`src/rtl/debounce_pkg.sv`:
```
// Shared definitions for the debouncer: FSM state encoding and counter sizing.
package debounce_pkg;

    localparam logic DB_IDLE = 1'b0;
    localparam logic DB_PEND = 1'b1;

    typedef enum logic {
        S_IDLE = DB_IDLE,
        S_PEND = DB_PEND
    } db_state_e;

    // The counter must hold values up to STABLE_CYCLES.
    function automatic int db_cnt_width(input int stable_cycles);
        return $clog2(stable_cycles + 1);
    endfunction

endpackage

```
`src/rtl/debounce_channel.sv`:
```
// One debounce channel: qualification FSM, sample counter, level register and
// optional rise/fall strobes (built only when DEBOUNCE_EDGE_EN is defined).
module debounce_channel
    import debounce_pkg::*;
#(
    parameter int   STABLE_CYCLES = 16,
    parameter logic INIT          = 1'b0
) (
    input  logic clk,
    input  logic rst,
    input  logic tick,
    input  logic in,
    output logic level,
    output logic rise,
    output logic fall,
    output logic dbg_pend
);

    localparam int CW = db_cnt_width(STABLE_CYCLES);
    localparam logic [CW-1:0] LAST = CW'(STABLE_CYCLES - 1);

    db_state_e     state;
    logic [CW-1:0] cnt;

    assign dbg_pend = (state == S_PEND);

    always_ff @(posedge clk) begin
        if (rst) begin
            state <= S_IDLE;
            cnt   <= '0;
            level <= INIT;
        end else if (tick) begin
            unique case (state)
                S_IDLE: begin
                    if (in != level) begin
                        if (STABLE_CYCLES == 1) begin
                            level <= in;
                        end else begin
                            state <= S_PEND;
                            cnt   <= CW'(1);
                        end
                    end
                end
                S_PEND: begin
                    // A sample matching the current level discards the glitch.
                    if (in == level) begin
                        state <= S_IDLE;
                        cnt   <= '0;
                    end else if (cnt == LAST) begin
                        level <= in;
                        state <= S_IDLE;
                        cnt   <= '0;
                    end else begin
                        cnt <= cnt + CW'(1);
                    end
                end
                default: begin
                    state <= S_IDLE;
                    cnt   <= '0;
                end
            endcase
        end
    end

`ifdef DEBOUNCE_EDGE_EN
    logic accept;

    // Mirrors the conditions under which the FSM above takes the new value.
    always_comb begin
        accept = 1'b0;
        if (tick && (in != level)) begin
            if (STABLE_CYCLES == 1)
                accept = 1'b1;
            else
                accept = (state == S_PEND) && (cnt == LAST);
        end
    end

    always_ff @(posedge clk) begin
        if (rst) begin
            rise <= 1'b0;
            fall <= 1'b0;
        end else begin
            rise <= accept & in;
            fall <= accept & ~in;
        end
    end
`else
    assign rise = 1'b0;
    assign fall = 1'b0;
`endif

endmodule

```
`src/rtl/input_debouncer.sv`:
```
// Multi-channel debouncer: WIDTH independent debounce_channel instances.
// Edge strobes are generated only when DEBOUNCE_EDGE_EN is defined.
module input_debouncer #(
    parameter int               WIDTH         = 1,
    parameter int               STABLE_CYCLES = 16,
    parameter logic [WIDTH-1:0] INIT          = '0
) (
    input  logic             clk,
    input  logic             rst,
    input  logic             tick,
    input  logic [WIDTH-1:0] in,
    output logic [WIDTH-1:0] level,
    output logic [WIDTH-1:0] rise,
    output logic [WIDTH-1:0] fall,
    output logic [WIDTH-1:0] dbg_pend
);

    for (genvar i = 0; i < WIDTH; i++) begin : g_ch
        debounce_channel #(
            .STABLE_CYCLES(STABLE_CYCLES),
            .INIT         (INIT[i])
        ) u_ch (
            .clk     (clk),
            .rst     (rst),
            .tick    (tick),
            .in      (in[i]),
            .level   (level[i]),
            .rise    (rise[i]),
            .fall    (fall[i]),
            .dbg_pend(dbg_pend[i])
        );
    end

endmodule

```
`config.mk`:
```
export PLATFORM = sky130hd
export DESIGN_NAME = input_debouncer
export DESIGN_NICKNAME = d
export VERILOG_FILES = /design/src/rtl/debounce_pkg.sv /design/src/rtl/debounce_channel.sv /design/src/rtl/input_debouncer.sv
export SDC_FILE = /design/constraint.sdc
export NUM_CORES = 1
export LEC_CHECK = 0
export BUFFER_PORTS_ARGS = -buffer_cell sky130_fd_sc_hd__buf_2
export CAP_MARGIN = 30
export CORE_AREA = 2 2 39 41
export CTS_CLUSTER_SIZE = 30
export DETAILED_ROUTE_END_ITERATION = 6
export DIE_AREA = 0 0 41 43
export HOLD_SLACK_MARGIN = 0.15
export PLACE_DENSITY = 0.56
export SYNTH_ARGS = -nofsm -noshare
export SYNTH_HDL_FRONTEND = slang
export SYNTH_SLANG_ARGS = --single-unit
```
`constraint.sdc`:
```
create_clock -name clk -period 1.55 [get_ports clk]
set_clock_uncertainty 0.2 [all_clocks]
set_input_delay 0.0775 -clock clk [delete_from_list [all_inputs] [get_ports clk]]
set_output_delay 0.0775 -clock clk [all_outputs]
set_load 0.03 [all_outputs]
```
After elaboration in Yosys (flattened, before gate mapping)
Cells that the tools add are included.
W data, S select, Z words.
{"block": "totals", "ff_bits": 7, "in_bits": 4, "out_inout_bits": 4, "elab_cells": 20}
{"block": "op_classes", "add_sub_neg": 1, "n_eq_ne": 4, "muxes": 8, "n_bitwise": 2, "reduce_logical": 2}
{"cell": "$mux W5", "n": 3}
{"cell": "$pmux W5 S2", "n": 1}
{"cell": "$add A5 B1 Y5 const B", "n": 1}
{"cell": "$eq A5 B4 Y1 const B", "n": 1}
{"cell": "$reduce_and A4 Y1", "n": 1}
{"cell": "$mux W1", "n": 3}
{"cell": "$ne A2 B1 Y1 const B", "n": 1}
{"cell": "$not A1 Y1", "n": 2}
{"cell": "$pmux W1 S2", "n": 1}
{"cell": "$reduce_and A2 Y1", "n": 1}
{"cell": "$eq A1 B1 Y1", "n": 1}
{"cell": "$ne A1 B1 Y1", "n": 1}

Logic depth before layout (Yosys ltp)
Gate-level depths: netlist of the first run.
{"block": "logic_depth", "word_depth": 4, "ltp_mapped": 4, "mapped_depth_nobuf": 4}

Worst setup path after synthesis of the first run
No wires, ideal clock.
{"block": "synth_path", "path_kind": "register to register", "startpoint": "register g_ch[0].u_ch.level", "endpoint": "register g_ch[0].u_ch.cnt[2]", "setup_time_ns": 0.088, "arrival_ns": 1.139, "required_time_ns": 1.262, "setup_slack_ns": 0.123, "stages_incl_launch_ff": 4, "n_path_buf": 0, "period_less_slack_ns": 1.427, "path_cell_list": "dfxtp_1 -> xor2_2 -> nand2_1 -> o32ai_2"}
{"block": "synth_between", "elab_chain_len": 3}
{"item": "start, declared", "line": "debounce_channel.sv:13", "text": "output logic level,"}
{"item": "start signal, assigned", "line": "debounce_channel.sv:37", "text": "level <= in;"}
{"item": "start signal, assigned", "line": "debounce_channel.sv:50", "text": "level <= in;"}
{"item": "$eq A1 B1 Y1 or $ne A1 B1 Y1 (tied branches)", "line": "debounce_channel.sv:46, debounce_channel.sv:35"}
{"item": "$mux W5 or $ne A2 B1 Y1 (tied branches)"}
{"item": "$pmux W5 S2 or $reduce_and A2 Y1 (tied branches)"}
{"item": "end signal, assigned", "line": "debounce_channel.sv:54", "text": "cnt <= cnt + CW'(1);"}
{"item": "end, declared", "line": "debounce_channel.sv:23", "text": "logic [CW-1:0] cnt;"}
Parallel ways exist; a longest one is shown, timed or not.
A chain may end at the register's enable or synchronous reset.

Worst setup path in the final report of the first run
{"block": "layout_path", "startpoint": "register g_ch[0].u_ch.cnt[1]", "endpoint": "register g_ch[0].u_ch.level"}
{"block": "layout_between", "elab_chain_len": 2}
{"item": "$eq A5 B4 Y1", "line": "debounce_channel.sv:49", "text": "end else if (cnt == LAST) begin"}
{"item": "$reduce_and A4 Y1 (no source line)"}
No other way between the ends.

==> results of run 1 <==
-- path summary, 6_finish.rpt --
| kind | start | end | cells after the start | slack [ns] |
|---|---|---|---|---|
| worst min-delay path | g_ch[0].u_ch.cnt[4] | g_ch[0].u_ch.cnt[4] | 2 | 0.25 |
| worst min register to register | g_ch[0].u_ch.cnt[4] | g_ch[0].u_ch.cnt[4] | 2 | 0.25 |
| worst max-delay path | g_ch[0].u_ch.cnt[1] | g_ch[0].u_ch.level | 4 | 0.11 |
| worst max register to register | g_ch[0].u_ch.cnt[1] | g_ch[0].u_ch.level | 4 | 0.11 |
-- synth_stat cells --
cell / count
inv_1: 4
o32ai_2: 1
nand4b_2: 1
nand4b_1: 2
and2_1: 1
and2b_2: 1
conb_1: 1
buf_4: 2
dfxtp_1: 7
xor2_2: 1
o21ai_0: 2
buf_1: 1
nand2b_1: 3
o21a_1: 1
nand3_1: 3
ha_1: 1
o32ai_1: 1
xnor2_1: 1
nor3_1: 1
a21oi_1: 5
mux2i_1: 1
o211ai_1: 1
or2b_1: 1
or3_1: 1
nand2_1: 2
-- worst max-delay path: cells and delay by family, from the launching register on --
family / cells / cell delay (ns)
AOI/OAI and AO/OA: 1 / 0.12
and+or+nand+nor: 2 / 0.48
adders and majority gates: 1 / 0.22
DFF: 1 / 0.35
-- cell families after synthesis --
group           Yosys count  share of synthesized area, %
compound gates           11                         18.41
xor+xnor                  2                         6.136
fa+ha+maj                 1                         3.067
buf+inv                   7                         8.279
flops                     7                         34.35
mux                       1                         2.454
other cells               1                        0.9194
simple gates             16                         26.38
-- per-layer routing --
metal,track usage [%],part of all wire [%],vias up,wire length [µm]
met3,3.141,3.9,2,30
li1,-,-,180,-
met4,6.000,2.2,0,17
met2,11.56,38,7,294
met5,0,0,-,0
met1,17.86,56,142,433
-- state kept, by name (all words and copies together) (netlist names) --
signal and flops:
g_ch.u_ch.level 1, g_ch.u_ch.cnt 5, g_ch.u_ch.dbg_pend 1
-- power groups by stage --
stage / registers (mW) / clock network (mW) / logic, mW
floorplan: 0.194 / 0 / 0.0304
global placement: 0.192 / 0 / 0.0434
detailed placement: 0.192 / 0 / 0.0423
CTS: 0.188 / 0.176 / 0.0482
global route: 0.190 / 0.188 / 0.0525
finish: 0.189 / 0.168 / 0.0486
-- cell type report --
| type | count | area, µm² |
|---|---|---|
| Inverter | 4 | 15.01 |
| Timing Repair Buffer | 9 | 62.56 |
| Fill cell | 136 | 878.3 |
| Multi-Input combinational cell | 33 | 240.2 |
| Tap cell | 16 | 20.02 |
| Clock buffer | 4 | 26.28 |
| Sequential cell | 7 | 141.4 |
-- through the flow --
| step | worst slack (ns) | utilization [%] | instance area [µm²] | hold WS [ns] | total power [mW] |
|---|---|---|---|---|---|
| 4_1_cts | 0.05552 | 36.26 | 501.7 | 0.2476 | 0.4129 |
| 3_3_place_gp | 0.1157 | 32.19 | 445.4 | 0.1753 | 0.2354 |
| 2_1_floorplan | 0.1227 | - | 411.6 | 0.04989 | 0.2241 |
| 5_1_grt | 0.02132 | 36.53 | 505.5 | 0.2858 | 0.4299 |
| 6_report | 0.1076 | 36.53 | 505.5 | 0.2461 | 0.4056 |
| 3_5_place_dp | 0.07340 | 32.19 | 445.4 | 0.1817 | 0.2346 |
-- timing repair --
item	CTS	global route
hold buffers	3	0
hold endpoints to repair	7	0
gates resized for setup	0	2
setup endpoints to repair	0	1
==> metrics.md, run 1 <==
| Metric | Value |
|---|---|
| PwrDens | `802.4 nW/µm²` |
| Layout cells sized above 1 | `26.32%` |
| CTS buffer count | `3` |
| Class of the worst hold path | `flip-flop to flip-flop` |
| Clk slew on worst S/H paths | `0.05 ns` |
| Final worst path period share | `between 90% and 100%` |
| Required time of the critical path | `1.53 ns` |
| Standby leakage power | `0.2018 nW` |
| Area share of the largest cell type after synthesis | `34.36%` |
| Max capacitance violation total | `0` |
| Final min period | `around 1.4 ns` |
| Dominant cell type by area after synthesis | `dfxtp_1` |
| Combinational share of power | `between 10% and 20%` |
| Pin count of the biggest net entering global routing | `11` |
| All-layer global routing usage | `between 10% and 20%` |
| Setup TNS | `0 ns` |
| Die width | `41 µm` |
| Synthesized area per cell | `8.867 µm²` |
| RSZ-0062 raised after global routing | `no` |
| Vias in the first global route | `around 290` |
| Crit Path Category | `flip-flop to flip-flop` |
| Finish-stage setup viols | `0` |
| Crit path max fanout | `5` |
| Wire length per cell | `about 11 µm` |
| Final #Nets | `63` |
| Vias | `331` |
| Crit-path cells | `ha_2 -> nand4b_2 -> or3_1 -> a21oi_1` |
| Fmax | `0.6933 GHz` |
| Root Buffer Master | `clkbuf_4` |
| Initial antenna violation count | `0` |
| H-tree depth | `1` |
| Io pins | `8` |
| Global-route wire length before repair | `1.276 mm` |
| Max VDD drop | `0.0004854 V` |
| Dpl cells | `66` |
| Postcts setup bufs | `0` |
| Global placer's final weighted congestion | `about 0.79` |
| Most frequent cells in the layout | `dfxtp_1 (6), a21oi_1 (5), buf_2 (5)` |
| Top cells by area, synth | `dfxtp_1 (34%), a21oi_1 (6.1%), nand2b_1 (4.6%)` |
| Worst Setup End Kind | `flip-flop` |
| Sw frac | `25.44%` |
| Syn-to-layout area delta | `23.93%` |
| Die height | `~43 µm` |
| Ys Warns | `0` |
| CTS Sinks | `7` |
| Detailed-route wire length | `775 µm` |
| Crit path DAT | `1.43 ns` |
| DR DRC count | `0` |
| Via density | `4.534` |
| Max clock buf depth | `2` |
| Post-synthesis instance total | `46` |
| Die ar. | `1763 µm²` |
| Status | `complete, no violations` |
| CP max stage delay | `0.35 ns` |
| Sequential fraction of the synthesis area | `34.36%` |
| Critical Path Start Type | `flip-flop` |
| Flop pwr share | `a little under half` |
| Routed Antenna Nets | `0` |
| Iter 0 DRT Violations | `3` |
| Seq cells post-synth | `7` |
| CTS tree | `built` |
| Cell row count | `14` |
| Core area | `1384 µm²` |
| HPWL after DPL | `573 µm` |
| Final hold vios | `0` |
| P_int | `0.3024 mW` |
| Initial Util | `29.48%` |
| Port Buffers | `5` |
| Finished Layout Cells | `73` |
| Worst-Skew Late Latency | `0.25 ns` |
| Max Slew Vio Count | `0` |
| Switch Pwr | `0.1032 mW` |
| Clock network power share | `about two fifths` |
| Synth unique cells | `25` |
| DR pass1 iterations | `4` |
| Post-Syn Area | `407.9 µm²` |
| GRT overflow | `0` |
| Most common cell after layout, fill and taps aside | `dfxtp_1` |
| Crit-path slowest cell | `dfxtp_1` |
| Diodes inserted | `0` |
No activity file was read; power rests on OpenSTA's default activity.
==> run 2, diff against run 1 <==
--- a/config.mk
+++ b/config.mk
@@ -5,6 +5,7 @@
 export SDC_FILE = /design/constraint.sdc
 export NUM_CORES = 1
 export LEC_CHECK = 0
+export ABC_AREA = 1
 export BUFFER_PORTS_ARGS = -buffer_cell sky130_fd_sc_hd__buf_2
 export CAP_MARGIN = 30
 export CORE_AREA = 2 2 39 41
@@ -12,7 +13,8 @@
 export DETAILED_ROUTE_END_ITERATION = 6
 export DIE_AREA = 0 0 41 43
 export HOLD_SLACK_MARGIN = 0.15
-export PLACE_DENSITY = 0.56
+export PLACE_DENSITY = 0.58
+export REMOVE_ABC_BUFFERS = 1
 export SYNTH_ARGS = -nofsm -noshare
 export SYNTH_HDL_FRONTEND = slang
 export SYNTH_SLANG_ARGS = --single-unit
==> constraint.sdc (replaced) <==
create_clock -name clk -period 1.79 [get_ports clk]
set_clock_uncertainty 0.2 [all_clocks]
set_input_delay 0.0895 -clock clk [delete_from_list [all_inputs] [get_ports clk]]
set_output_delay 0.0895 -clock clk [all_outputs]
set_load 0.03 [all_outputs]
==> run 2 against run 1 <==
Net effect:
- global-route usage increased by 3.2 points
- synthesized cell count increased by 30%
- die area unchanged
- final cell count increased by 27%
- largest cell class unchanged
- largest power group unchanged
==> metrics.md, run 2 <==
| Metric | Value |
|---|---|
| HPWL after DPL | `687.2 µm (was 573 µm)` |
| Final hold vios | `0 (unchanged)` |
| Cell row count | `14 (unchanged)` |
| Top cells by area, synth | `dfxtp_1 (33%), nand3_1 (9.4%), nand2_4 (7.9%) (was dfxtp_1 (34%), a21oi_1 (6.1%), nand2b_1 (4.6%))` |
| Layout cells sized above 1 | `22.08% (was 26.32%)` |
| Dominant cell type by area after synthesis | `dfxtp_1 (unchanged)` |
| Core area | `1384 µm² (unchanged)` |
| Wire length per cell | `11.14 µm (was 10.62 µm)` |
| CP max stage delay | `0.55 ns (was 0.35 ns)` |
| Io pins | `8 (unchanged)` |
| Die height | `43 µm (unchanged)` |
| Detailed-route wire length | `1.036 mm (was 775 µm)` |
| Dominant synthesized flop cell | `dfxtp_1 (unchanged)` |
| CTS tree | `built (unchanged)` |
| CP bufs+invs | `4 (was 0)` |
| Crit-path cells | `dlygate4sd3_1 -> buf_6 -> nand2_4 -> clkinv_1 -> nand3_1 -> a21oi_2 -> dlygate4sd3_1 (was ha_2 -> nand4b_2 -> or3_1 -> a21oi_1)` |
| Max Slew Vio Count | `0 (unchanged)` |
| Pin count of the biggest net entering global routing | `8 (was 11)` |
| Worst-Skew Late Latency | `0.27 ns (was 0.25 ns)` |
| Fmax | `0.5869 GHz` |
| Final min period | `1.704 ns` |
| Routed Antenna Nets | `0 (unchanged)` |
| Global placer's final weighted congestion | `0.7487 (was 0.7916)` |
| Max reg flops | `5 (unchanged)` |
| Area share of the largest cell type after synthesis | `32.75% (was 34.36%)` |
| Post-synthesis instance total | `60 (was 46)` |
| CTS Sinks | `7 (unchanged)` |
| Commonest cells post-synth | `inv_1 (8), nand2_1 (8), nand3_1 (8) (was dfxtp_1 (7), a21oi_1 (5), inv_1 (4))` |
| Root Buffer Master | `clkbuf_4 (unchanged)` |
| Status | `complete, no violations (unchanged)` |
| # fillers | `150 (was 136)` |
| GRT overflow | `0 (unchanged)` |
| Max VDD drop | `0.0003679 V (was 0.0004854 V)` |
| RSZ-0062 raised after global routing | `no (unchanged)` |
| Post-synth EDFFs | `0 (unchanged)` |
| DR DRC count | `0 (unchanged)` |
| Final #Nets | `83 (was 63)` |
| Final worst path period share | `95.19%` |
| Crit-path slowest cell | `dlygate4sd3_1 (was dfxtp_1)` |
| Sequential fraction of the synthesis area | `32.75% (was 34.36%)` |
| Most frequent cells in the layout | `inv_1 (8), nand3_1 (8), nand2_1 (8) (was dfxtp_1 (6), a21oi_1 (5), buf_2 (5))` |
| Max clock buf depth | `2 (unchanged)` |
| Final instance area | `585.6 µm² (was 505.5 µm²)` |
| Global-route wire length before repair | `1.642 mm (was 1.276 mm)` |
| Top cell family by delay on the critical path | `buffers and inverters (was simple AND/OR/NAND/NOR gates)` |
| Setup TNS | `0 ns (unchanged)` |
| Initial Util | `30.92% (was 29.48%)` |
| Syn-to-layout area delta | `36.84% (was 23.93%)` |
| Port Buffers | `5 (unchanged)` |
| Class of the worst hold path | `input port to flip-flop (was flip-flop to flip-flop)` |
| Most frequent CP cell | `dlygate4sd3_1` |
| Async set-reset flop share out of synthesis | `0% (unchanged)` |
| Crit path DAT | `1.65 ns (was 1.43 ns)` |
| PwrDens | `649.6 nW/µm² (was 802.4 nW/µm²)` |
| Post-Syn Area | `427.9 µm² (was 407.9 µm²)` |
| Critical Path Start Type | `input port (was flip-flop)` |
| Seq cells post-synth | `7 (unchanged)` |
| Max capacitance violation total | `0 (unchanged)` |
| Standby leakage power | `0.2759 nW (was 0.2018 nW)` |
| Initial antenna violation count | `0 (unchanged)` |
| Crit path max fanout | `6 (was 5)` |
| DR pass1 iterations | `5 (was 4)` |
| H-tree depth | `1 (unchanged)` |
| CTS buffer count | `3 (unchanged)` |
| Die width | `41 µm (unchanged)` |
| Die ar. | `1763 µm² (unchanged)` |
| Synth unique cells | `20 (was 25)` |
| Clk slew on worst S/H paths | `0.05 ns (about the same)` |
| Register with the most flip-flops | `g_ch.u_ch.cnt (unchanged)` |
| Via density | `4.774 (was 4.534)` |
| Ys Warns | `0 (unchanged)` |
| Worst Setup End Kind | `flip-flop (unchanged)` |
| All-layer global routing usage | `13.97% (was 10.78%)` |
| Required time of the critical path | `1.73 ns (was 1.53 ns)` |
| Iter 0 DRT Violations | `12 (was 3)` |
| Vias | `444 (was 331)` |
| Post-DP Area | `461.7 µm² (was 445.4 µm²)` |
| Diodes inserted | `0 (unchanged)` |
| Vias in the first global route | `377 (was 289)` |
| Crit Path Category | `input port to flip-flop (was flip-flop to flip-flop)` |
| Finish-stage setup viols | `0 (unchanged)` |
| Synthesized area per cell | `7.132 µm² (was 8.867 µm²)` |
[run 2: changes by cell type after synthesis, sizes merged, moves of 2 or more]
cell	previous run	this run
nand3	3	8
nand2	2	14
nor2	0	4
nand4	0	3
nand2b	3	0
nand4b	3	0
inv	4	8
o32ai	2	0
[run 2: report_power, final]
part	switching, mW	internal (mW)
registers	0.00382	0.159
logic	0.0364	0.0273
clock network	0.0678	0.0857
[run 2: area by class of cell]
class	count	area, µm²	area share, %
multi-input combinational	43	242.7	41.45
sequential	7	141.4	24.15
timing repair buffer	14	121.4	20.73
inverter	9	33.78	5.769
clock buffer	4	26.28	4.487
tap	16	20.02	3.419
[run 2: worst register-to-register path: stages, from the launching register on]
cell and delay, ns:
dfxtp_2 0.35, inv_1 0.05, nand2_2 0.08, nand2_4 0.08, nand2_4 0.09, nand2_2 0.06, dlygate4sd3_1 0.57, a21oi_1 0.14
[run 2: kinds of logic after synthesis]
group,Yosys count,synth area share (%)
simple gates,31,39.18
fa+ha+maj,1,2.924
xor+xnor,1,2.047
buf+inv,11,11.40
flops,7,32.75
other cells,1,0.8764
compound gates,8,10.82
[run 2: path summary, 6_finish.rpt]
path / end / depth (start not counted) / from / slack, ns
setup / recovery: g_ch[0].u_ch.cnt[1] / 7 / tick / 0.09
hold / removal: g_ch[0].u_ch.cnt[3] / 7 / in / 0.20
setup reg to reg: g_ch[0].u_ch.cnt[4] / 7 / g_ch[0].u_ch.level / 0.11
hold reg to reg: g_ch[0].u_ch.cnt[4] / 2 / g_ch[0].u_ch.cnt[4] / 0.25
[run 2: metrics by stage]
step           instances  setup slack (ns)  hold WS [ns]  total power, mW  utilization, %
6_report              93           0.08604        0.1960           0.3804           42.31
5_1_grt               93           0.01134        0.2186           0.3946           42.31
4_1_cts               92           0.03083        0.1761           0.3762           41.05
3_5_place_dp          80            0.4446        0.1076           0.2125           33.36
3_3_place_gp          80            0.4640        0.1080           0.2126           33.36
2_1_floorplan         59            0.4562      -0.04806           0.1977               -
[run 2: layer usage]
metal / vias up / track usage (%) / wire length [µm]
met4: 0 / 4.000 / 7
li1: 227 / - / -
met1: 207 / 16.45 / 467
met5: - / 0 / 0
met3: 2 / 7.853 / 55
met2: 8 / 20.94 / 505
[run 2: what timing repair did]
item / CTS / global route
resized for setup: 0 / 5
setup endpoints to repair: 0 / 4
endpoints found under the hold margin: 7 / 0
setup buffers: 0 / 1
hold buffers: 8 / 0
